===== src/rtl/branch_pkg.sv =====
// ---------------------------------------------------------------------------
// branch_pkg
// Shared definitions for the branch resolve unit and its history table:
//   - major opcode values (instruction bits [6:2]) for JAL, JALR and BRANCH
//   - funct3 condition codes for conditional branches
//   - the 2-bit saturating history counter type, its reset value and the
//     saturating update helper
// ---------------------------------------------------------------------------
package branch_pkg;

    // Major opcodes, instruction bits [6:2]
    localparam logic [4:0] JAL    = 5'b11011;
    localparam logic [4:0] JALR   = 5'b11001;
    localparam logic [4:0] BRANCH = 5'b11000;

    // Branch condition codes (funct3). 010 and 011 are not valid branch
    // conditions and resolve as not taken.
    localparam logic [2:0] F3_BEQ  = 3'b000;
    localparam logic [2:0] F3_BNE  = 3'b001;
    localparam logic [2:0] F3_BLT  = 3'b100;
    localparam logic [2:0] F3_BGE  = 3'b101;
    localparam logic [2:0] F3_BLTU = 3'b110;
    localparam logic [2:0] F3_BGEU = 3'b111;

    // 2-bit saturating history counter; bit 1 is the taken prediction.
    typedef logic [1:0] bht_ctr_t;

    // Weakly not-taken
    localparam bht_ctr_t BHT_CTR_RESET = 2'b01;

    // Saturating step: move toward 11 on taken, toward 00 on not taken.
    function automatic bht_ctr_t bht_ctr_next(input bht_ctr_t ctr, input logic taken);
        bht_ctr_t result;
        result = ctr;
        if (taken) begin
            if (ctr != 2'b11) begin
                result = ctr + 2'b01;
            end
        end else begin
            if (ctr != 2'b00) begin
                result = ctr - 2'b01;
            end
        end
        return result;
    endfunction

endpackage


===== src/rtl/branch_bht.sv =====
// ---------------------------------------------------------------------------
// branch_bht
// Branch history table of BHT_DEPTH 2-bit saturating counters.
//
// Ports:
//   clk_in            clock, counters update on its rising edge
//   reset_in          asynchronous active-high reset, all counters -> 01
//   lookup_idx_in     table index for the fetch-side prediction
//   lookup_taken_out  combinational prediction (counter bit 1)
//   update_en_in      train the counter at update_idx_in this cycle
//   update_idx_in     table index of the resolving branch
//   update_taken_in   resolved direction used for training
//
// The lookup reads the registered counters directly, so a lookup and an
// update to the same index in one cycle always sees the pre-update value.
// ---------------------------------------------------------------------------
module branch_bht
    import branch_pkg::*;
#(
    parameter int BHT_DEPTH = 64,
    parameter int IDX_W     = $clog2(BHT_DEPTH)
) (
    input  logic             clk_in,
    input  logic             reset_in,
    input  logic [IDX_W-1:0] lookup_idx_in,
    output logic             lookup_taken_out,
    input  logic             update_en_in,
    input  logic [IDX_W-1:0] update_idx_in,
    input  logic             update_taken_in
);

    bht_ctr_t ctr_q [BHT_DEPTH];

    // Counter storage: every entry returns to weakly not-taken on reset, and
    // only the single entry addressed by an accepted branch is trained.
    always_ff @(posedge clk_in or posedge reset_in) begin
        if (reset_in) begin
            for (int i = 0; i < BHT_DEPTH; i++) begin
                ctr_q[i] <= BHT_CTR_RESET;
            end
        end else if (update_en_in) begin
            ctr_q[update_idx_in] <= bht_ctr_next(ctr_q[update_idx_in], update_taken_in);
        end
    end

    // Prediction is the counter's upper bit
    assign lookup_taken_out = ctr_q[lookup_idx_in][1];

endmodule


===== src/rtl/branch_resolve_unit.sv =====
// ---------------------------------------------------------------------------
// branch_resolve_unit
// Resolves JAL, JALR and conditional branches one cycle after acceptance,
// producing the actual direction, the actual next PC and a misprediction
// flag against the fetch-time prediction. Optionally hosts a branch history
// table that predicts direction for the fetch PC.
//
// Configuration macro: BRANCH_RESOLVE_BHT_EN
//   defined   -> branch_bht instantiated, trained by accepted branches
//   undefined -> no history storage, lookup_taken_out tied to 0
//
// Ports:
//   clk_in, reset_in        clock and asynchronous active-high reset
//   valid_in                resolve request present
//   stall_in                hold every output register
//   kill_in                 squash request and output stage
//   pc_in, imm_in           instruction PC and sign-extended immediate
//   rs1_in, rs2_in          source operands
//   opcode_6_to_2_in        opcode bits [6:2]
//   funct3_in               branch condition code
//   pred_taken_in           fetch-time taken prediction
//   pred_target_in          fetch-time predicted next PC
//   lookup_pc_in            fetch PC for the history table prediction
//   lookup_taken_out        combinational history prediction
//   valid_out               registered result valid
//   branch_taken_out        registered resolved direction
//   next_pc_out             registered resolved next PC
//   mispredict_out          registered misprediction, qualified by valid_out
// ---------------------------------------------------------------------------
module branch_resolve_unit
    import branch_pkg::*;
#(
    parameter int XLEN      = 32,
    parameter int BHT_DEPTH = 64
) (
    input  logic            clk_in,
    input  logic            reset_in,
    input  logic            valid_in,
    input  logic            stall_in,
    input  logic            kill_in,
    input  logic [XLEN-1:0] pc_in,
    input  logic [XLEN-1:0] imm_in,
    input  logic [XLEN-1:0] rs1_in,
    input  logic [XLEN-1:0] rs2_in,
    input  logic [4:0]      opcode_6_to_2_in,
    input  logic [2:0]      funct3_in,
    input  logic            pred_taken_in,
    input  logic [XLEN-1:0] pred_target_in,
    input  logic [XLEN-1:0] lookup_pc_in,
    output logic            lookup_taken_out,
    output logic            valid_out,
    output logic            branch_taken_out,
    output logic [XLEN-1:0] next_pc_out,
    output logic            mispredict_out
);

    // All sums wrap naturally at XLEN bits
    logic [XLEN-1:0] seq_pc;
    logic [XLEN-1:0] pc_plus_imm;
    logic [XLEN-1:0] jalr_sum;
    logic [XLEN-1:0] jalr_target;

    assign seq_pc      = pc_in + XLEN'(4);
    assign pc_plus_imm = pc_in + imm_in;
    assign jalr_sum    = rs1_in + imm_in;
    assign jalr_target = jalr_sum & ~{{(XLEN-1){1'b0}}, 1'b1};

    logic            res_taken;
    logic [XLEN-1:0] res_next_pc;
    logic            res_is_cti;
    logic            res_mispredict;
    logic            accept;

    // Resolve direction and next PC. res_is_cti marks control-transfer
    // instructions; anything else falls through to pc+4 and can never
    // report a misprediction.
    always_comb begin
        res_taken   = 1'b0;
        res_next_pc = seq_pc;
        res_is_cti  = 1'b0;
        case (opcode_6_to_2_in)
            JAL: begin
                res_is_cti  = 1'b1;
                res_taken   = 1'b1;
                res_next_pc = pc_plus_imm;
            end
            JALR: begin
                res_is_cti  = 1'b1;
                res_taken   = 1'b1;
                res_next_pc = jalr_target;
            end
            BRANCH: begin
                res_is_cti = 1'b1;
                case (funct3_in)
                    F3_BEQ:  res_taken = (rs1_in == rs2_in);
                    F3_BNE:  res_taken = (rs1_in != rs2_in);
                    F3_BLT:  res_taken = ($signed(rs1_in) <  $signed(rs2_in));
                    F3_BGE:  res_taken = ($signed(rs1_in) >= $signed(rs2_in));
                    F3_BLTU: res_taken = (rs1_in <  rs2_in);
                    F3_BGEU: res_taken = (rs1_in >= rs2_in);
                    default: res_taken = 1'b0;
                endcase
                res_next_pc = res_taken ? pc_plus_imm : seq_pc;
            end
            default: begin
                res_taken   = 1'b0;
                res_next_pc = seq_pc;
                res_is_cti  = 1'b0;
            end
        endcase
    end

    // A wrong direction always mispredicts; a correct taken prediction still
    // mispredicts if the predicted target was wrong.
    assign res_mispredict = res_is_cti &
                            ((res_taken != pred_taken_in) |
                             (res_taken & (res_next_pc != pred_target_in)));

    assign accept = valid_in & ~stall_in & ~kill_in;

    // Valid bit: kill wins over stall, stall freezes, otherwise it follows
    // the incoming request.
    always_ff @(posedge clk_in or posedge reset_in) begin
        if (reset_in) begin
            valid_out <= 1'b0;
        end else if (kill_in) begin
            valid_out <= 1'b0;
        end else if (!stall_in) begin
            valid_out <= valid_in;
        end
    end

    // Result registers only change on an accepted request, so a dropped
    // valid or a kill leaves the last resolved result visible.
    always_ff @(posedge clk_in or posedge reset_in) begin
        if (reset_in) begin
            branch_taken_out <= 1'b0;
            next_pc_out      <= '0;
            mispredict_out   <= 1'b0;
        end else if (accept) begin
            branch_taken_out <= res_taken;
            next_pc_out      <= res_next_pc;
            mispredict_out   <= res_mispredict;
        end
    end

`ifdef BRANCH_RESOLVE_BHT_EN
    localparam int IDX_W = $clog2(BHT_DEPTH);

    logic [IDX_W-1:0] lookup_idx;
    logic [IDX_W-1:0] update_idx;
    logic             bht_update;
    logic             unused_lookup_bits;

    // Word-aligned PCs: the byte offset bits carry no history information
    assign lookup_idx = lookup_pc_in[IDX_W+1:2];
    assign update_idx = pc_in[IDX_W+1:2];
    assign unused_lookup_bits = ^{lookup_pc_in[XLEN-1:IDX_W+2], lookup_pc_in[1:0]};

    // Only conditional branches train the table; jumps are always taken and
    // would just pollute the counters.
    assign bht_update = accept & (opcode_6_to_2_in == BRANCH);

    branch_bht #(
        .BHT_DEPTH (BHT_DEPTH),
        .IDX_W     (IDX_W)
    ) u_bht (
        .clk_in           (clk_in),
        .reset_in         (reset_in),
        .lookup_idx_in    (lookup_idx),
        .lookup_taken_out (lookup_taken_out),
        .update_en_in     (bht_update),
        .update_idx_in    (update_idx),
        .update_taken_in  (res_taken)
    );
`else
    logic unused_bht;

    assign unused_bht       = ^{lookup_pc_in, BHT_CTR_RESET, 32'(BHT_DEPTH)};
    assign lookup_taken_out = 1'b0;
`endif

endmodule

===== config.mk =====
export PLATFORM = sky130hd
export DESIGN_NAME = branch_resolve_unit
export DESIGN_NICKNAME = d
export VERILOG_FILES = /design/src/rtl/branch_pkg.sv /design/src/rtl/branch_bht.sv /design/src/rtl/branch_resolve_unit.sv
export SDC_FILE = /design/constraint.sdc
export NUM_CORES = 1
export LEC_CHECK = 0
export ABC_AREA = 1
export BUFFER_PORTS_ARGS = -buffer_cell sky130_fd_sc_hd__buf_2
export CORE_AREA = 2 2 139 141
export CTS_CLUSTER_SIZE = 40
export DETAILED_ROUTE_END_ITERATION = 8
export DIE_AREA = 0 0 141 143
export GPL_TIMING_DRIVEN = 0
export MAX_ROUTING_LAYER = met4
export PLACE_DENSITY = 0.71
export SYNTH_ARGS = -nofsm -noshare
export SYNTH_HDL_FRONTEND = slang
export SYNTH_SLANG_ARGS = --single-unit

===== constraint.sdc =====
create_clock -name clk_in -period 2.36 [get_ports clk_in]
set_input_delay 0.236 -clock clk_in [delete_from_list [all_inputs] [get_ports clk_in]]
set_output_delay 0.236 -clock clk_in [all_outputs]
set_load 0.005 [all_outputs]

# Word level (Yosys, flattened, before mapping)
# Cells that the tools add are included.
# totals
register_bits	35
in_bits	206
out_inout_bits	36
wordCells	42
# op_classes
n_addsub	3
order_cmp	4
eq_ne	13
mux	8
bitwise_logic	7
reduce_logical	3
# op_table
cell	n
one-hot mux 32 bit (3 select lines)	1
adder 32 bit	2
greater-or-equal comparator 32 bit	2
less-than comparator 32 bit	2
!= test 32 bit	2
adder 32 x 3 -> 32 bit (second input constant)	1
== test 32 bit	1
2-to-1 mux 32 bit	1
== test 5 bit (second input constant)	3
== test 3 bit (second input constant)	4
one-hot mux 1 bit (6 select lines)	1
AND 1 bit	4
2-to-1 mux 1 bit	4
== test 3 x 1 -> 1 bit (second input constant)	1
zero test 3 bit	1
OR reduction 3 bit	1
!= test 2 x 1 -> 1 bit (second input constant)	1
inverter 1 bit	2
one-hot mux 1 bit (2 select lines)	1
OR reduction 2 bit	1
!= test 1 bit	1
OR 1 bit	1

# Longest topological paths before layout
# Gate-level depths: netlist of the first run.
# depth
word_depth	9
ltp_mapped	31
ltp_nobuf	30

# Worst setup path before layout of the first run
# Ideal clock, no wire load.
# synth_timing
path_kind	input-to-reg
from	input port pc_in[0]
to	register mispredict_out
setup_ps	116
arrival_time_ps	2470
t_required_ps	2244
slack_ps	-226
cell_stages	21
n_path_buf	0
path_cell_list	ha_1 -> fa_1 -> nand2_1 -> o21ai_2 -> a21oi_1 -> o21ai_1 -> a21oi_1 -> xor2_1 -> o22ai_1 -> nor2_1 -> nand2_1 -> nand2_1 -> nand2_1 -> nand2_1 -> nand2_1 -> nor2_1 -> nand2_1 -> nor2_1 -> nand3_1 -> nand2_1 -> nand2_1
# synth_via
elab_chain_len	7
word_cells_on_any_way	8
classes_between	add/sub (2); eq/ne (1); mux (2); bitwise (3)
# synth_rtl
item	line	source
from (decl)	branch_resolve_unit.sv:41	input logic [XLEN-1:0] pc_in,
adder 32 x 3 -> 32 bit / adder 32 bit (equally long branches)	branch_resolve_unit.sv:63, branch_resolve_unit.sv:64	
2-to-1 mux 32 bit	branch_resolve_unit.sv:103	res_next_pc = res_taken ? pc_plus_imm : seq_pc;
one-hot mux 32 bit (3 select lines) (*)	branch_resolve_unit.sv:81	case (opcode_6_to_2_in)
!= test 32 bit (*)	branch_resolve_unit.sv:117	(res_taken & (res_next_pc != pred_target_in)));
AND 1 bit (*)	branch_resolve_unit.sv:117	
OR 1 bit (*)	branch_resolve_unit.sv:116	((res_taken != pred_taken_in) |
AND 1 bit (*)	branch_resolve_unit.sv:115	assign res_mispredict = res_is_cti &
to (signal assigned)	branch_resolve_unit.sv:143	mispredict_out <= res_mispredict;
to (decl)	branch_resolve_unit.sv:54	output logic mispredict_out
# Every way passes the cells marked *; elsewhere a longest branch is shown, timed or not.
# A chain may end at the register's enable or synchronous reset.

# Worst setup path in the final report of the first run
# layout_timing
from	input port rs1_in[31]
to	register mispredict_out
# layout_via
elab_chain_len	9
word_cells_on_any_way	17
classes_between	add/sub (1); order compare (4); eq/ne (4); mux (5); bitwise (3)
# layout_rtl
item	line	source
from (decl)	branch_resolve_unit.sv:43	input logic [XLEN-1:0] rs1_in,
greater-or-equal comparator 32 bit, or another cell as far along	branch_resolve_unit.sv:100	F3_BGEU: res_taken = (rs1_in >= rs2_in);
one-hot mux 1 bit (6 select lines)	branch_resolve_unit.sv:94	case (funct3_in)
2-to-1 mux 1 bit	branch_resolve_unit.sv:81	
2-to-1 mux 32 bit	branch_resolve_unit.sv:103	
one-hot mux 32 bit (3 select lines)	branch_resolve_unit.sv:81	
!= test 32 bit	branch_resolve_unit.sv:117	
AND 1 bit	branch_resolve_unit.sv:117	
OR 1 bit (*)	branch_resolve_unit.sv:116	
AND 1 bit (*)	branch_resolve_unit.sv:115	
# Every way passes the cells marked *; elsewhere a longest branch is shown, timed or not. The select of a mux whose other input is x is not followed.

==> flow_metrics.tcl, run 1 <==
set metrics [dict create \
    post-synth-top-count-cell "nand2_1" \
    tightest_slew_ns 0.638 \
    cts_buffers 5 \
    outcome "complete, but fails checks" \
    cts.path.max_buffers 2 \
    peakVddDrop_mv 0.258 \
    placed_cells 1886 \
    clock_skew_ns 0 \
    finalWirelength_microns 32300 \
    port_buffers 208 \
    synth_top_family_by_area "simple AND/OR/NAND/NOR gates" \
    top_layer "met4" \
    maxSlewViolCount 0 \
    synth_warnings 0 \
    synthDistinctLibCells 51 \
    drc_errors 0 \
    synthToLayoutAreaGrowth_pct 39.1 \
    synth_fp_nets 1746 \
    violations "negative setup slack" \
    cts_root_buf "clkbuf_16" \
    synth_seq_cells 35 \
    rsz0062_at_grt "true" \
    via_count 10400 \
    grt_pass1_wl_microns 48800 \
    worstSkewPairLatency_ns 0.28 \
    synthXorXnorAreaFrac 0.0605 \
    p_per_area_nw_per_um2 335 \
    setup.worst_path.class "input port to register" \
    synth_flop_cell "dfrtp_1" \
    fin_util 0.618 \
    dieWidth_microns 141 \
    relSlewSlack 0.573 \
    grt_max_degree 36 \
    route.met2.wl_microns 15100 \
    drive_gt1_frac 0.314 \
    grt_overflow_total 0 \
    row_count 50 \
    grt_usage 0.316 \
    core-area_sq_um 18600 \
    fmax_mhz 348 \
    wl_per_cell_microns 16.7 \
    path_buf_inv 3 \
    syn_avg_cell_area_sq_um 5.72 \
    initial_utilization 0.444 \
    synthTopCellsByArea "nand2_1 (20%), ha_1 (14%), dfrtp_1 (11%)" \
    arrival_ns 3.04 \
    cts_num_sinks 35 \
    hold_viol 0 \
    drt_iter0_drc 570 \
    synth.area.mux_share 0.00121 \
    first_global_vias 9749 \
    setup_viol 3 \
    synth_simple_gate_area_frac 0.417 \
    slowest_delay_ns 0.28 \
    critPathCaptureType "register" \
    viasPerCell 5.39 \
    cpMaxStageDelayCell "ha_4" \
    synth_top_area_cell "nand2_1" \
    synth_top_area_frac 0.198 \
    final_nets 2003 \
    antenna_found_initial 1 \
    hpwl_microns 27000 \
    critPathLaunchType "input port" \
    async_flop_share 1.00 \
    fin_crit_sh 1.22 \
    ant_nets 0 \
    h-tree-depth 2 \
    synth_common_cells "nand2_1 (435), inv_1 (192), nor2_1 (130)" \
    synth-edff-count 0 \
    clkTransAtPathRegs_ns 0.05 \
    layout_min_cycle_time_ns 2.87 \
    leakagePower_uw 0.00586 \
    critical_path.top_delay_family "simple AND/OR/NAND/NOR gates" \
    die_area_sq_um 20200 \
    wl_met1_microns 14400 \
    maxCapViolCount 0 \
    ios 242 \
    cts_tree "done" \
    synth-seq-area-share 0.106 \
    synth_cells 1444 \
    synth_compound_area_frac 0.163 \
    fin_ws_ns -0.514 \
    dr.pass1.iters 5 \
    crit_top_cell "nand2_1" \
    crit_path_max_fanout 8 \
    hold_class "input port to register" \
    pre_cts_ws_ns -1.22 \
    fp.dieH_microns 143 \
    syn_area_sq_um 8250 \
    routabilityCongestion 0.944 \
    final_cells 1936 \
    dr_wl_met3_microns 1770 \
    synth-adder-area-share 0.147 \
    cp.required_ns 2.53 \
]
## sequential cells by signal, indices dropped and copies added (netlist names)
signal / cells
next_pc_out: 32
valid_out: 1
mispredict_out: 1
branch_taken_out: 1
## layout by cell type, fill, tap and decap left out, types with 29 or more instances in the layout
cell type / count
a21oi_1: 73
a21oi_2: 29
buf_2: 195
buf_4: 37
dfrtp_1: 35
ha_1: 51
inv_1: 173
nand2_1: 365
nand2_2: 59
nand3_1: 102
nor2_1: 110
o21ai_0: 53
xor2_1: 31
## metal layers
layer	global-route usage	up-vias
met5	-	-
li1	-	5284
met2	0.523	358
met1	0.410	4733
met3	0.0151	59
met4	0.119	0
## power breakdown
part | internal, uW | switching (uW) | leakage (uW)
combinational | 996 | 1460 | 0.00535
clock | 411 | 235 | 0.0000727
sequential | 697 | 48.4 | 0.000437
## cell type report
type | instances | area (sq um)
Sequential cell | 35 | 876
Multi-Input combinational cell | 1189 | 7720
Timing Repair Buffer | 250 | 1530
Clock inverter | 1 | 5.00
Inverter | 197 | 767
Buffer | 23 | 144
Fill cell | 1855 | 7100
Tap cell | 234 | 293
Clock buffer | 6 | 139
Antenna cell | 1 | 2.50
## path summary, 6_finish.rpt
path	start	endpoint	slack (ns)	cells past startpoint
max	rs1_in[31]	mispredict_out	-0.51	25
min in group asynchronous	reset_in	mispredict_out	0.43	3
max reg2reg	next_pc_out[1]	next_pc_out[1]	1.67	2
min	stall_in	valid_out	0.21	3
min reg2reg	next_pc_out[5]	next_pc_out[5]	0.47	2
max in group asynchronous	reset_in	next_pc_out[6]	1.51	4
## what timing repair did
action                                 CTS  global route
setup buffers                           25            20
endpoints found under the hold margin    0             8
resized for setup                      127           202
cloned                                   2             1
hold buffers                             0             1
pin swaps                               56            74
setup endpoints to repair               33            33
## kinds of logic after synthesis
logic type                 count (synthesis)
adders and majority gates                 96
buffers and inverters                    220
AOI/OAI and AO/OA                        242
DFF                                       35
muxes                                      1
other                                      1
and+or+nand+nor                          792
xor gates and xnor gates                  57
## worst min-delay path: cells and delay by family
kind | cells | cell delay, ns
buf+inv | 1 | 0.09
simple gates | 2 | 0.13
## per-stage QoR
stage                     total power [uW]  area (sq um)  setup TNS, ns  hold slack, ns
after floorplan                       2040          8430         -0.133           0.381
after global placement                2740          9760         -16.60           0.460
after detailed placement              2760          9760         -16.70           0.460
after CTS                             3600         10600          -1.18           0.213
after global routing                  4130         11500          -2.38           0.257
final                                 3850         11500          -1.15           0.213
No activity file was read; power rests on OpenSTA's default activity.
==> inputs of run 2 (changes only) <==
--- a/config.mk
+++ b/config.mk
@@ -14,6 +14,7 @@
 export GPL_TIMING_DRIVEN = 0
 export MAX_ROUTING_LAYER = met4
 export PLACE_DENSITY = 0.71
+export SKIP_CTS_REPAIR_TIMING = 1
 export SYNTH_ARGS = -nofsm -noshare
 export SYNTH_HDL_FRONTEND = slang
 export SYNTH_SLANG_ARGS = --single-unit
==> run 2 against run 1 <==
The run still ends with negative setup slack left; worst setup slack worse by 0.14 ns; combinational power is 4% lower; sequential cell count unchanged; core utilization down 2.3 points; largest cell class unchanged; highest routed layer unchanged.
==> flow_metrics.tcl, run 2 (synthesis gave the netlist of run 1 again) <==
set metrics [dict create \
    critPathLaunchType "input port" \
    violations "negative setup slack" \
    relSlewSlack 0.528 \
    clock_skew_ns 0 \
    port_buffers 208 \
    largest_reg_flops 32 \
    stdcell_area_sq_um 11100 \
    placed_cells 1886 \
    whs_path_depth 3 \
    cp.required_ns 2.53 \
    worstSkewPairLatency_ns 0.28 \
    core-area_sq_um 18600 \
    final_nets 1989 \
    routabilityCongestion 0.944 \
    critPathCaptureType "register" \
    hold_viol 0 \
    fmax_mhz 332 \
    fill_cells 1903 \
    top_register "next_pc_out" \
    cts_tree "done" \
    dpl_cell_area_sq_um 9760 \
    outcome "complete, but fails checks" \
    maxCapViolCount 0 \
    cts_buffers 5 \
    drive_gt1_frac 0.280 \
    pre_cts_ws_ns -1.22 \
    drt_iter0_drc 541 \
    viasPerCell 5.37 \
    dr.pass1.iters 5 \
    ios 242 \
    maxSlewViolCount 0 \
    grt_overflow_total 0 \
    leakagePower_uw 0.00575 \
    setup_viol 18 \
    layout_commonest_cell "nand2_1" \
    rsz0062_at_grt "true" \
    cts_root_buf "clkbuf_16" \
    synthToLayoutAreaGrowth_pct 34.0 \
    antenna_found_initial 1 \
    via_count 10300 \
    cts.path.max_buffers 2 \
    fin_util 0.595 \
    arrival_ns 3.19 \
    p_per_area_nw_per_um2 340 \
    h-tree-depth 2 \
    hold_class "input port to register" \
    peakVddDrop_mv 0.240 \
    tightest_slew_ns 0.703 \
    drc_errors 0 \
    setup.worst_path.class "input port to register" \
    grt_pass1_wl_microns 47300 \
    finalWirelength_microns 32200 \
    die_area_sq_um 20200 \
    first_global_vias 9366 \
    dieWidth_microns 141 \
    final_cells 1922 \
    fin_ws_ns -0.653 \
    grt_max_degree 36 \
    layout_min_cycle_time_ns 3.01 \
    tns_ns -1.91 \
    ant_nets 0 \
    initial_utilization 0.444 \
    cpMaxStageDelayCell "ha_1" \
    fp.dieH_microns 143 \
    rr_worst_depth 2 \
    fin_crit_sh 1.28 \
    crit_path_max_fanout 5 \
    clkTransAtPathRegs_ns 0.05 \
    row_count 50 \
    wl_per_cell_microns 16.7 \
    slowest_delay_ns 0.38 \
    grt_usage 0.307 \
    path_cells "buf_2 > ha_1 > nand2_1 > inv_1 > a21oi_1 > o21ai_2 > nand3b_1 > xnor2_2 > o22ai_1 > nor2_1 > nand2_2 > buf_4 > nand3b_1 > nand2_1 > inv_1 > nand2_1 > nor2_1 > nand2_1 > nor2_4 > nand3_2 > nand2_1 > nand2_1" \
    crit_top_cell "nand2_1" \
    cts_num_sinks 35 \
    hpwl_microns 27000 \
    mostFrequentLayoutCells "nand2_1 (374), buf_2 (202), inv_1 (179)" \
]
run 2: cell types whose count changed in the layout (fill, tap and decap cells not counted), moves of 7 or more:
| cell | delta |
|---|---|
| nand2_4 | -9 |
| ha_1 | +15 |
| ha_4 | -9 |
| a21oi_1 | +17 |
| buf_6 | -9 |
| nand2_1 | +9 |
| a21oi_2 | -17 |
| buf_4 | -15 |
| nand3_2 | +8 |
| buf_2 | +7 |
run 2: stage by stage:
stage,hold slack [ns],power (uW)
finish,0.212,3760
global route,0.257,4030
CTS,0.213,3410
detailed placement,0.460,2760
global placement,0.460,2740
floorplan,0.381,2040
run 2: critical path: cells and delay by family:
family	cells	cell delay (ns)
simple gates	13	1.37
fa+ha+maj	1	0.38
buf+inv	4	0.40
xor+xnor	1	0.25
compound gates	3	0.55
run 2: worst paths after layout:
| kind | slack, ns | endpoint | from |
|---|---|---|---|
| min in group asynchronous | 0.43 | next_pc_out[31] | reset_in |
| hold / removal | 0.21 | valid_out | stall_in |
| setup reg to reg | 1.69 | next_pc_out[21] | next_pc_out[21] |
| hold reg to reg | 0.46 | next_pc_out[5] | next_pc_out[5] |
| max in group asynchronous | 1.51 | next_pc_out[3] | reset_in |
| setup / recovery | -0.65 | mispredict_out | pc_in[11] |
run 2: final cells by class:
class / count / area [sq um] / area share
Buffer: 23 / 144 / 0.0130
Timing Repair Buffer: 235 / 1390 / 0.126
Tap cell: 234 / 293 / 0.0265
Clock buffer: 6 / 139 / 0.0126
Sequential cell: 35 / 876 / 0.0792
Inverter: 197 / 767 / 0.0694
Multi-Input combinational cell: 1190 / 7440 / 0.673
Antenna cell: 1 / 2.50 / 0.000226
Clock inverter: 1 / 5.00 / 0.000453
run 2: report_power, final:
group / internal [uW] / switching, uW / total [uW] / leakage (uW)
Combinational: 937 / 1430 / 2360 / 0.00524
Sequential: 697 / 48.5 / 746 / 0.000437
Clock: 411 / 237 / 649 / 0.0000727
Total: 2050 / 1710 / 3760 / 0.00575
run 2: per-layer routing:
layer,share of wire,wire [microns],track usage,vias up
met1,0.45,14500,0.404,4673
met2,0.46,14900,0.502,347
li1,-,-,-,5249
met5,0,0,-,-
met4,0.031,1000,0.111,0
met3,0.055,1750,0.0154,50
==> inputs of run 3 (changes only) <==
--- a/config.mk
+++ b/config.mk
@@ -13,7 +13,7 @@
 export DIE_AREA = 0 0 141 143
 export GPL_TIMING_DRIVEN = 0
 export MAX_ROUTING_LAYER = met4
-export PLACE_DENSITY = 0.71
+export PLACE_DENSITY = 0.68
 export SKIP_CTS_REPAIR_TIMING = 1
 export SYNTH_ARGS = -nofsm -noshare
 export SYNTH_HDL_FRONTEND = slang
==> run 3 against run 2 <==
The flow still finishes with violations (negative setup slack); worst hold slack worse by 0.15 ns; fmax down 0.56%; clock power down 3%; critical endpoint unchanged; largest power group unchanged; highest routed layer unchanged.
==> flow_metrics.tcl, run 3 (synthesis gave the netlist of run 1 again) <==
set metrics [dict create \
    p_per_area_nw_per_um2 339 \
    layout_commonest_cell "nand2_1" \
    relSlewSlack 0.523 \
    rsz0062_at_grt "true" \
    cts_root_buf "clkbuf_16" \
    synthToLayoutAreaGrowth_pct 31.9 \
    peakVddDrop_mv 0.340 \
    fp.dieH_microns 143 \
    grt_pass1_wl_microns 46700 \
    maxCapViolCount 0 \
    final_nets 1988 \
    worstSkewPairLatency_ns 0.27 \
    drc_errors 0 \
    path_depth 28 \
    n_antenna_cell 0 \
    maxSlewViolCount 0 \
    initial_utilization 0.444 \
    finalWirelength_microns 31800 \
    largest_reg_flops 32 \
    top_register "next_pc_out" \
    crit_top_cell "nand2_1" \
    port_buffers 208 \
    die_area_sq_um 20200 \
    tightest_slew_ns 0.716 \
    grt_max_degree 36 \
    r2r_slack_ns 1.68 \
    drt_iter0_drc 566 \
    cts.path.max_buffers 2 \
    endpoint "mispredict_out" \
    path_buf_inv 4 \
    critical_path.top_delay_family "simple AND/OR/NAND/NOR gates" \
    arrival_ns 3.20 \
    hold_viol 0 \
    antenna_found_initial 0 \
    drive_gt1_frac 0.266 \
    grt_overflow_total 0 \
    ios 242 \
    r2r-start "next_pc_out[13]" \
    stdcell_area_sq_um 10900 \
    fmax_mhz 330 \
    layout_min_cycle_time_ns 3.03 \
    cpMaxStageDelayCell "ha_4" \
    hpwl_microns 27400 \
    leakagePower_uw 0.00576 \
    mostFrequentLayoutCells "nand2_1 (381), buf_2 (205), inv_1 (175)" \
    cts_num_sinks 35 \
    setup.worst_path.class "input port to register" \
    cts_tree "done" \
    clock_skew_ns 0 \
    via_count 10300 \
    cts_buffers 5 \
    outcome "complete, but fails checks" \
    rr_worst_depth 2 \
    r2r_end "next_pc_out[13]" \
    dr.pass1.iters 5 \
    crit_path_max_fanout 10 \
    routabilityCongestion 0.916 \
    cp.required_ns 2.53 \
    fin_ws_ns -0.670 \
    hold_class "input port to async pin" \
    dpl_cell_area_sq_um 9760 \
    critPathLaunchType "input port" \
    clkTransAtPathRegs_ns 0.05 \
    placed_cells 1886 \
    slowest_delay_ns 0.27 \
    dieWidth_microns 141 \
    fin_crit_sh 1.28 \
    critPathCaptureType "register" \
    viasPerCell 5.35 \
    first_global_vias 9260 \
    core-area_sq_um 18600 \
    cp-startpoint "rs1_in[7]" \
    wl_per_cell_microns 16.6 \
    ant_nets 0 \
    h-tree-depth 2 \
    setup_viol 21 \
    fin_util 0.586 \
    grt_usage 0.303 \
    violations "negative setup slack" \
    final_cells 1920 \
    row_count 50 \
]
==> run 3: cell types whose count changed in the layout (fill, tap and decap cells not counted), sizes merged <==
cell and delta:
buf +1, clkinv -1, diode -1, dlygate4sd3 -1, inv +1, nand3 -1
==> run 3: worst min path at each step <==
stage	to	from	cells past startpoint
CTS	valid_out	stall_in	3
floorplan	valid_out	stall_in	2
finish	next_pc_out[28]	reset_in	2
global placement	next_pc_out[7]	next_pc_out[7]	2
global route	next_pc_out[26]	reset_in	2
detailed placement	next_pc_out[4]	next_pc_out[4]	2
==> run 3: layer usage <==
layer | GRT usage | share of wire | up-vias
met5 | - | 0 | -
met1 | 0.397 | 0.45 | 4614
li1 | - | - | 5237
met2 | 0.503 | 0.45 | 355
met3 | 0.0137 | 0.055 | 68
met4 | 0.102 | 0.039 | 0
==> run 3: area by class of cell <==
class	instances	area [sq um]
well taps	234	293
multi-input cells	1189	7300
repair buffers	235	1370
fillers	1915	7690
flip-flops and latches	35	876
clock buffers	6	139
clock inverters	1	5.00
plain buffers	23	140
inverters	197	764
==> run 3: through the flow <==
stage / setup TNS (ns) / hold slack (ns) / total power, uW / worst slack, ns
after floorplan: -0.133 / 0.381 / 2040 / -0.133
after global placement: -17.80 / 0.461 / 2740 / -1.30
after detailed placement: -18.20 / 0.468 / 2760 / -1.30
after CTS: -8.58 / 0.219 / 3400 / -1.02
after global routing: -6.49 / 0.144 / 3970 / -0.854
final: -2.63 / 0.0668 / 3690 / -0.670
==> run 3: worst reg2reg max path, stage by stage, from the launching register on <==
cell and delay, ns:
dfrtp_1 0.39, nand2_1 0.07, o21ai_0 0.09
==> run 3: report_power, final <==
part / internal (uW) / total, uW / switching [uW] / leakage [uW]
combinational: 909 / 2310 / 1410 / 0.00525
sequential: 697 / 743 / 46.0 / 0.000437
clock: 411 / 629 / 219 / 0.0000727
